$ cat config.mk
export PLATFORM = sky130hd
export DESIGN_NAME = addsub_acc_pipe
export DESIGN_NICKNAME = d
export VERILOG_FILES = /design/src/rtl/addsub_acc_pipe.sv
export SDC_FILE = /design/constraint.sdc
export NUM_CORES = 1
export LEC_CHECK = 0
export CORE_MARGIN = 3
export CORE_UTILIZATION = 53
export DETAILED_ROUTE_END_ITERATION = 10
export GPL_TIMING_DRIVEN = 1
export PLACE_DENSITY = 0.76
export SLEW_MARGIN = 25
export SYNTH_ARGS = -nofsm -noshare
export SYNTH_HDL_FRONTEND = slang
export SYNTH_SLANG_ARGS = --single-unit
$ cat constraint.sdc
create_clock -name clk -period 4.2 [get_ports clk]
set_input_delay 1.26 -clock clk [delete_from_list [all_inputs] [get_ports clk]]
set_output_delay 1.26 -clock clk [all_outputs]
set_load 0.02 [all_outputs]
$ cat src/rtl/addsub_acc_pipe.sv
// Two-stage pipelined signed add/subtract unit with per-channel accumulators and valid/ready flow control.
// Optional saturation on overflow is enabled by defining ADDSUB_SAT_EN; otherwise results wrap.
module addsub_acc_pipe #(
  parameter int WIDTH    = 16,
  parameter int CHANNELS = 8,
  localparam int CH_W    = $clog2(CHANNELS)
) (
  input  logic             clk,
  input  logic             rst_n,
  input  logic             in_valid,
  output logic             in_ready,
  input  logic [1:0]       op,
  input  logic [CH_W-1:0]  ch,
  input  logic [WIDTH-1:0] in1,
  input  logic [WIDTH-1:0] in2,
  input  logic             clr,
  output logic             out_valid,
  input  logic             out_ready,
  output logic [WIDTH-1:0] out,
  output logic [CH_W-1:0]  out_ch,
  output logic             ovf
);

  localparam int MSB = WIDTH - 1;

  logic             en;
  logic             s1_valid_reg;
  logic [1:0]       s1_op_reg;
  logic [CH_W-1:0]  s1_ch_reg;
  logic [WIDTH-1:0] s1_in1_reg;
  logic [WIDTH-1:0] s1_in2_reg;

  logic [WIDTH-1:0] acc_reg [CHANNELS];

  logic [WIDTH-1:0] opa;
  logic [WIDTH-1:0] opb;
  logic [WIDTH-1:0] sum;
  logic             ovf_next;
  logic [WIDTH-1:0] res_next;
  logic             acc_wr;

  assign en       = !out_valid || out_ready;
  assign in_ready = en;

  // op[1] selects the accumulator as operand A; op[0] selects subtraction.
  always_comb begin
    opa      = s1_op_reg[1] ? acc_reg[s1_ch_reg] : s1_in1_reg;
    opb      = s1_op_reg[0] ? ~s1_in2_reg : s1_in2_reg;
    sum      = opa + opb + {{(WIDTH-1){1'b0}}, s1_op_reg[0]};
    ovf_next = (opa[MSB] == opb[MSB]) && (sum[MSB] != opa[MSB]);
`ifdef ADDSUB_SAT_EN
    if (ovf_next)
      res_next = opa[MSB] ? {1'b1, {(WIDTH-1){1'b0}}} : {1'b0, {(WIDTH-1){1'b1}}};
    else
      res_next = sum;
`else
    res_next = sum;
`endif
  end

  assign acc_wr = en && s1_valid_reg && s1_op_reg[1];

  always_ff @(posedge clk or negedge rst_n) begin
    if (!rst_n) begin
      s1_valid_reg <= 1'b0;
      s1_op_reg    <= '0;
      s1_ch_reg    <= '0;
      s1_in1_reg   <= '0;
      s1_in2_reg   <= '0;
    end else if (en) begin
      s1_valid_reg <= in_valid;
      s1_op_reg    <= op;
      s1_ch_reg    <= ch;
      s1_in1_reg   <= in1;
      s1_in2_reg   <= in2;
    end
  end

  always_ff @(posedge clk or negedge rst_n) begin
    if (!rst_n) begin
      out_valid <= 1'b0;
      out       <= '0;
      out_ch    <= '0;
      ovf       <= 1'b0;
    end else if (en) begin
      out_valid <= s1_valid_reg;
      if (s1_valid_reg) begin
        out    <= res_next;
        out_ch <= s1_ch_reg;
        ovf    <= ovf_next;
      end
    end
  end

  // A clear wins over the write-back of an in-flight ACC op on the same edge.
  always_ff @(posedge clk or negedge rst_n) begin
    if (!rst_n) begin
      for (int i = 0; i < CHANNELS; i++) acc_reg[i] <= '0;
    end else if (clr) begin
      for (int i = 0; i < CHANNELS; i++) acc_reg[i] <= '0;
    end else if (acc_wr) begin
      acc_reg[s1_ch_reg] <= res_next;
    end
  end

endmodule

Word-level counts from Yosys, hierarchy flattened:

Cells that the tools add are included.

* order comparisons: 2
* equal/unequal tests: 2
* reduce and logical (&&, ||, !) cells: 8
* add/subtract/negate cells: 2
* mux-type cells: 10
* bitwise gates (word level): 2

Operators by type and width (number)
* $mux 128: 2
* $bwmux 128: 1
* $mux 16: 5
* $bmux 16 s3: 1
* $demux 16 s3: 1
* $add 16x1->16: 1
* $add 16x16->16: 1
* $not 16->16: 1
* $ge 4x4->1 const B: 1
* $logic_and 1x1->1: 4
* $lt 4x1->1 const B: 1
* $not 3->4: 1
* $reduce_and 2->1: 1
* $reduce_bool 2->1: 1
* $eq 1x1->1: 1
* $logic_not 1->1: 1
* $logic_or 1x1->1: 1
* $ne 1x1->1: 1

* word-level logic and storage cells: 43
* output and inout bits: 22
* input bits: 42
* register bits: 187

Longest topological paths before layout:

* depth after elaboration: 10
* mapped depth: 19
* gate-level depth less buffers: 14

Worst setup path before layout:

Ideal clock, no wire load.

* kind: register to register
* start: register s1_ch_reg[0]
* end: register out[11]
* arrival: 3729 ps
* buffers on the path: 4
* clock period less this slack: 3854 ps
* stages on the path, launching flop included: 15
* setup slack: 346 ps
* required time: 4075 ps
* setup time: 125 ps
* cells stage by stage: dfrtp_1 > buf_4 > clkbuf_1 > clkbuf_1 > a21oi_1 > a221oi_1 > a21oi_1 > ha_1 > a21o_1 > or4_1 > nor3_2 > a22oi_2 > o311a_2 > buf_2 > mux2_2

* longest elaborated chain between the ends: 7

RTL lines
* from (decl): line 29 `logic [CH_W-1:0] s1_ch_reg;`
* from (signal assigned): line 73 `s1_ch_reg <= ch;`
* $not 3->4 (not written as such): line 47 `opa = s1_op_reg[1] ? acc_reg[s1_ch_reg] : s1_in1_reg;`
* $bmux 16 s3: line 47
* $mux 16 (not written as such) (2 in series): line 47
* $mux 16: line 47
* $add 16x16->16: line 49 `sum = opa + opb + {{(WIDTH-1){1'b0}}, s1_op_reg[0]};`
* $add 16x1->16: line 49
* to (signal assigned): line 88 `out <= res_next;`
* to (decl): line 19 `output logic [WIDTH-1:0] out,`

No other way between the ends. The select of a mux whose other input is x is not followed.
A chain may end at the register's enable or synchronous reset.

Worst setup path in the final report:

* start: register s1_ch_reg[1]
* end: register acc_reg[13] (netlist name)

* longest elaborated chain between the ends: 10
* elaborated cells between the ends (all ways): 15
* classes of those cells: 2 x add/sub; 2 x order compare; 9 x mux; 1 x bitwise; 1 x reduce/logical

RTL lines
* $not 3->4 (not written as such) (*): line 47, 102
* $bmux 16 s3: line 47
* $mux 16 (not written as such) (2 in series): line 47
* $mux 16: line 47
* $add 16x16->16: line 49
* $add 16x1->16: line 49
* $bwmux 128 (*): line 102 `acc_reg[s1_ch_reg] <= res_next;`
* $mux 128 (*): line 101 `end else if (acc_wr) begin`
* $mux 128 (*): line 99 `end else if (clr) begin`
* to (signal, indexed assignment): line 102
* to (decl): line 33 `logic [WIDTH-1:0] acc_reg [CHANNELS];`

Mark *: on every way between the ends. The rest lies on a longest branch, timed or not. The select of a mux whose other input is x is not followed.

==> reports/qor.csv <==
metric,value,unit
status,completed,
clk_lat worst skew,440,ps
Clock Tree Buf Depth,2,
CP Launch Point,s1_ch_reg[1]$_DFFE_PN0N_,
crit path time final,3980,ps
"Distinct cells, synth",69,
register area share after synthesis,50.9,%
RSZ-0062 raised after global routing,false,
GRT Residual Overflow,0,
GRT Overall Usage,28.9,%
I/O pins,64,
number of flops mapped to enable cells by yosys,0,
number of global-route vias before repair,7269,
CP endpoint,acc_reg[13]$_DFFE_PN0P_,
# rows,47,
first-pass GRT wire length,41400,um
clk_skew,11.7,ps
critical path class,reg -> reg,
Power Total,0.00578,W
root buf cell,clkbuf_16,
WL per Instance,22.4,um
fin nets,997,
"delay-heaviest family, CP",simple AND/OR/NAND/NOR gates,
CTS buffer count,17,
share of cells above drive strength 1,19.3,%
Die Span Y,138,um
number of instances in the placed design,1140,
Pwr Density,529,nW/um^2
fmax,0.251,GHz
RePlAce Congestion,0.966,
synthesized area per cell,10.8,um^2
initial antenna violation count,0,
critical path depth,14,
register clock-pin slew on the reported worst setup and hold paths,70,ps
"Hold-fix buffers, CTS",0,
clk sink count,187,
Reg2Reg Depth,14,
Initial Util,54.8,%
Final ANT Viol Nets,0,
normalized max-slew margin,42.3,%
CP Buf/Inv Count,3,
Via Count,7360,
worst-path cell chain,buf_4 -> buf_4 -> mux4_2 -> nand2_1 -> a31oi_1 -> ha_1 -> nand2_1 -> or3b_2 -> a211oi_1 -> o21ai_1 -> o211ai_1 -> xor2_1 -> buf_4 -> o21ai_0,
Leak Pwr,4.87,nW
post-synthesis cell area,9190,um^2
Crit. End Element,flop,
hold_ws,482,ps
RR Endpoint,acc_reg[13]$_DFFE_PN0P_,
slowest CP cell,mux4_2,
Min-Delay Path Class,reg -> reg,
pin count of the biggest net entering global routing,83,
1st-iter DRT viols,849,
crit-path most repeated cell,buf_4,
period utilisation layout,94.8,%
hold-critical path depth,2,
Finished Layout Cells,1172,
setup TNS,0,ps
area delta synth->final,19.0,%
crit path DAT,4290,ps
Core ar.,16800,um^2
R2R setup slack,220,ps
detailed placement HPWL,18400,um
synthesized flop and latch total,187,
first-pass detailed-route iteration total,7,
WL final,26300,um
Post-synth top flop,dfrtp_1,
"Max FO, Critical Path",13,
yosys warns,0,
Synth Instances,848,
worst vdd ir,0.362,mV
I/O Buffers,63,
Max-cap violations,0,
die width,138,um
Slew @ Worst Pin,863,ps
Critical Path RT,4510,ps
max FFs per register,128,
CP peak stage delay,540,ps
H-tree levels,4,
Final Hold Viols,0,
final setup vio count,0,
# DRC,0,
r2r startpoint,s1_ch_reg[1]$_DFFE_PN0N_,
CTS tree,built,
ys async rst share,100,%
DR vias/cell,6.28,
Worst setup SP type,flop,
max-slew violations,0,
syn_nets,905,
n_diodes,0,
die area,19000,um^2
routing by layer:
| metal | part of all wire (%) | global-route usage (%) | vias to the layer above | routed length [um] |
|---|---|---|---|---|
| li1 | - | - | 3288 | - |
| met1 | 42 | 41.1 | 3645 | 11200 |
| met2 | 47 | 45.2 | 377 | 12400 |
| met3 | 8.1 | 6.10 | 50 | 2140 |
| met4 | 2.3 | 7.96 | 0 | 606 |
| met5 | 0 | 0 | - | 0 |
through the flow:
stage,util [%],worst slack (ps),cell area (um^2)
after floorplan,-,346,9190
after global placement,61.8,152,10400
after detailed placement,61.8,173,10400
after CTS,65.2,141,10900
after global routing,65.2,7.04,10900
final,65.2,219,10900
where the power goes:
group          total [W]  internal [W]  leakage [nW]  switching, W
clock            0.00157      0.000842         0.271      0.000730
sequential       0.00209       0.00197          2.48      0.000114
combinational    0.00212      0.000830          2.12       0.00129
total            0.00578       0.00365          4.87       0.00213
cell usage after synthesis, drive strengths merged (2+ instances only):
library cell    n  area, um^2
a211oi          9        67.6
a21boi          2        15.0
a21o            9        67.6
a21oi          50         250
a221oi          7        67.6
a22o           64         568
a22oi           4        40.0
a311o           2        20.0
a311oi          2        23.8
a31o            2        17.5
a31oi          10        77.6
and2            2        12.5
and3            6        37.5
and3b           3        28.8
buf            19        87.6
clkbuf         31         116
dfrtp         187        4680
ha             14         175
inv             9        33.8
mux2           53         597
mux2i          21         210
mux4           12         270
nand2         112         420
nand2b          6        37.5
nand3          12        65.1
nand3b          2        15.0
nand4           3        18.8
nor2           48         180
nor2b           4        25.0
nor3           17        95.1
o211a           2        20.0
o211ai          5        37.5
o21a            8        60.1
o21ai          62         310
o22ai           4        25.0
o311a           2        21.3
o31a            2        17.5
or3             3        20.0
or3b            2        17.5
or4b            2        20.0
xnor2           5        51.3
xor2           18         158
tightest hold or removal path: cells and delay by family, from the launching register on:
| kind | cells | cell delay (ps) |
|---|---|---|
| AO/OA/AOI/OAI | 1 | 60 |
| flip-flops | 1 | 340 |
| AND/OR/NAND/NOR | 1 | 40 |
kinds of logic (layout without fill, tap and decap cells):
logic type,after synthesis,in the layout,synth area share (%)
buffers and inverters,60,164,2.63
xor gates and xnor gates,23,23,2.27
DFF,187,187,50.9
adders and majority gates,15,15,2.12
and+or+nand+nor,225,225,11.0
muxes,86,86,11.7
AOI/OAI and AO/OA,252,252,19.3
timing repair:
item,4_1_cts,5_1_grt
buffers inserted,0,1
endpoints found under the setup margin,0,23
gates resized for setup,0,1
final cells by class:
cell class,instances,area (um^2)
clock buffer,20,447
clock inverter,11,113
fill,1351,5830
inverter,10,37.5
multi-input combinational,601,4280
sequential,187,4680
tap,220,275
timing repair buffer,123,1100
worst min path at each step:
stage	end	start
finish	acc_reg[73]$_DFFE_PN0P_	acc_reg[73]$_DFFE_PN0P_
global route	out[10]$_DFFE_PN0P_	out[10]$_DFFE_PN0P_
CTS	acc_reg[65]$_DFFE_PN0P_	acc_reg[65]$_DFFE_PN0P_
detailed placement	acc_reg[93]$_DFFE_PN0P_	acc_reg[93]$_DFFE_PN0P_
global placement	acc_reg[10]$_DFFE_PN0P_	acc_reg[10]$_DFFE_PN0P_
floorplan	acc_reg[45]$_DFFE_PN0P_	acc_reg[45]$_DFFE_PN0P_
layout by cell type (no fill, tap or decap), drive strengths merged, types with 3 or more instances in the layout:
| cell type | n |
|---|---|
| ha | 14 |
| nand2b | 6 |
| clkdlybuf4s50 | 62 |
| clkinv | 5 |
| o21a | 8 |
| o21ai | 62 |
| a21oi | 50 |
| a31oi | 10 |
| mux4 | 12 |
| nor2 | 48 |
| mux2 | 53 |
| inv | 13 |
| dfrtp | 187 |
| buf | 60 |
| nor3 | 17 |
| nor2b | 4 |
| nand4 | 3 |
| o211ai | 5 |
| o22ai | 4 |
| and3 | 6 |
| a21o | 9 |
| xor2 | 18 |
| a211oi | 9 |
| nand2 | 112 |
| xnor2 | 5 |
| clkbuf | 21 |
| a22o | 64 |
| mux2i | 21 |
| or3 | 3 |
| nand3 | 12 |
| a22oi | 4 |
| a221oi | 7 |
| and3b | 3 |
No activity file was read; power rests on OpenSTA's default activity.
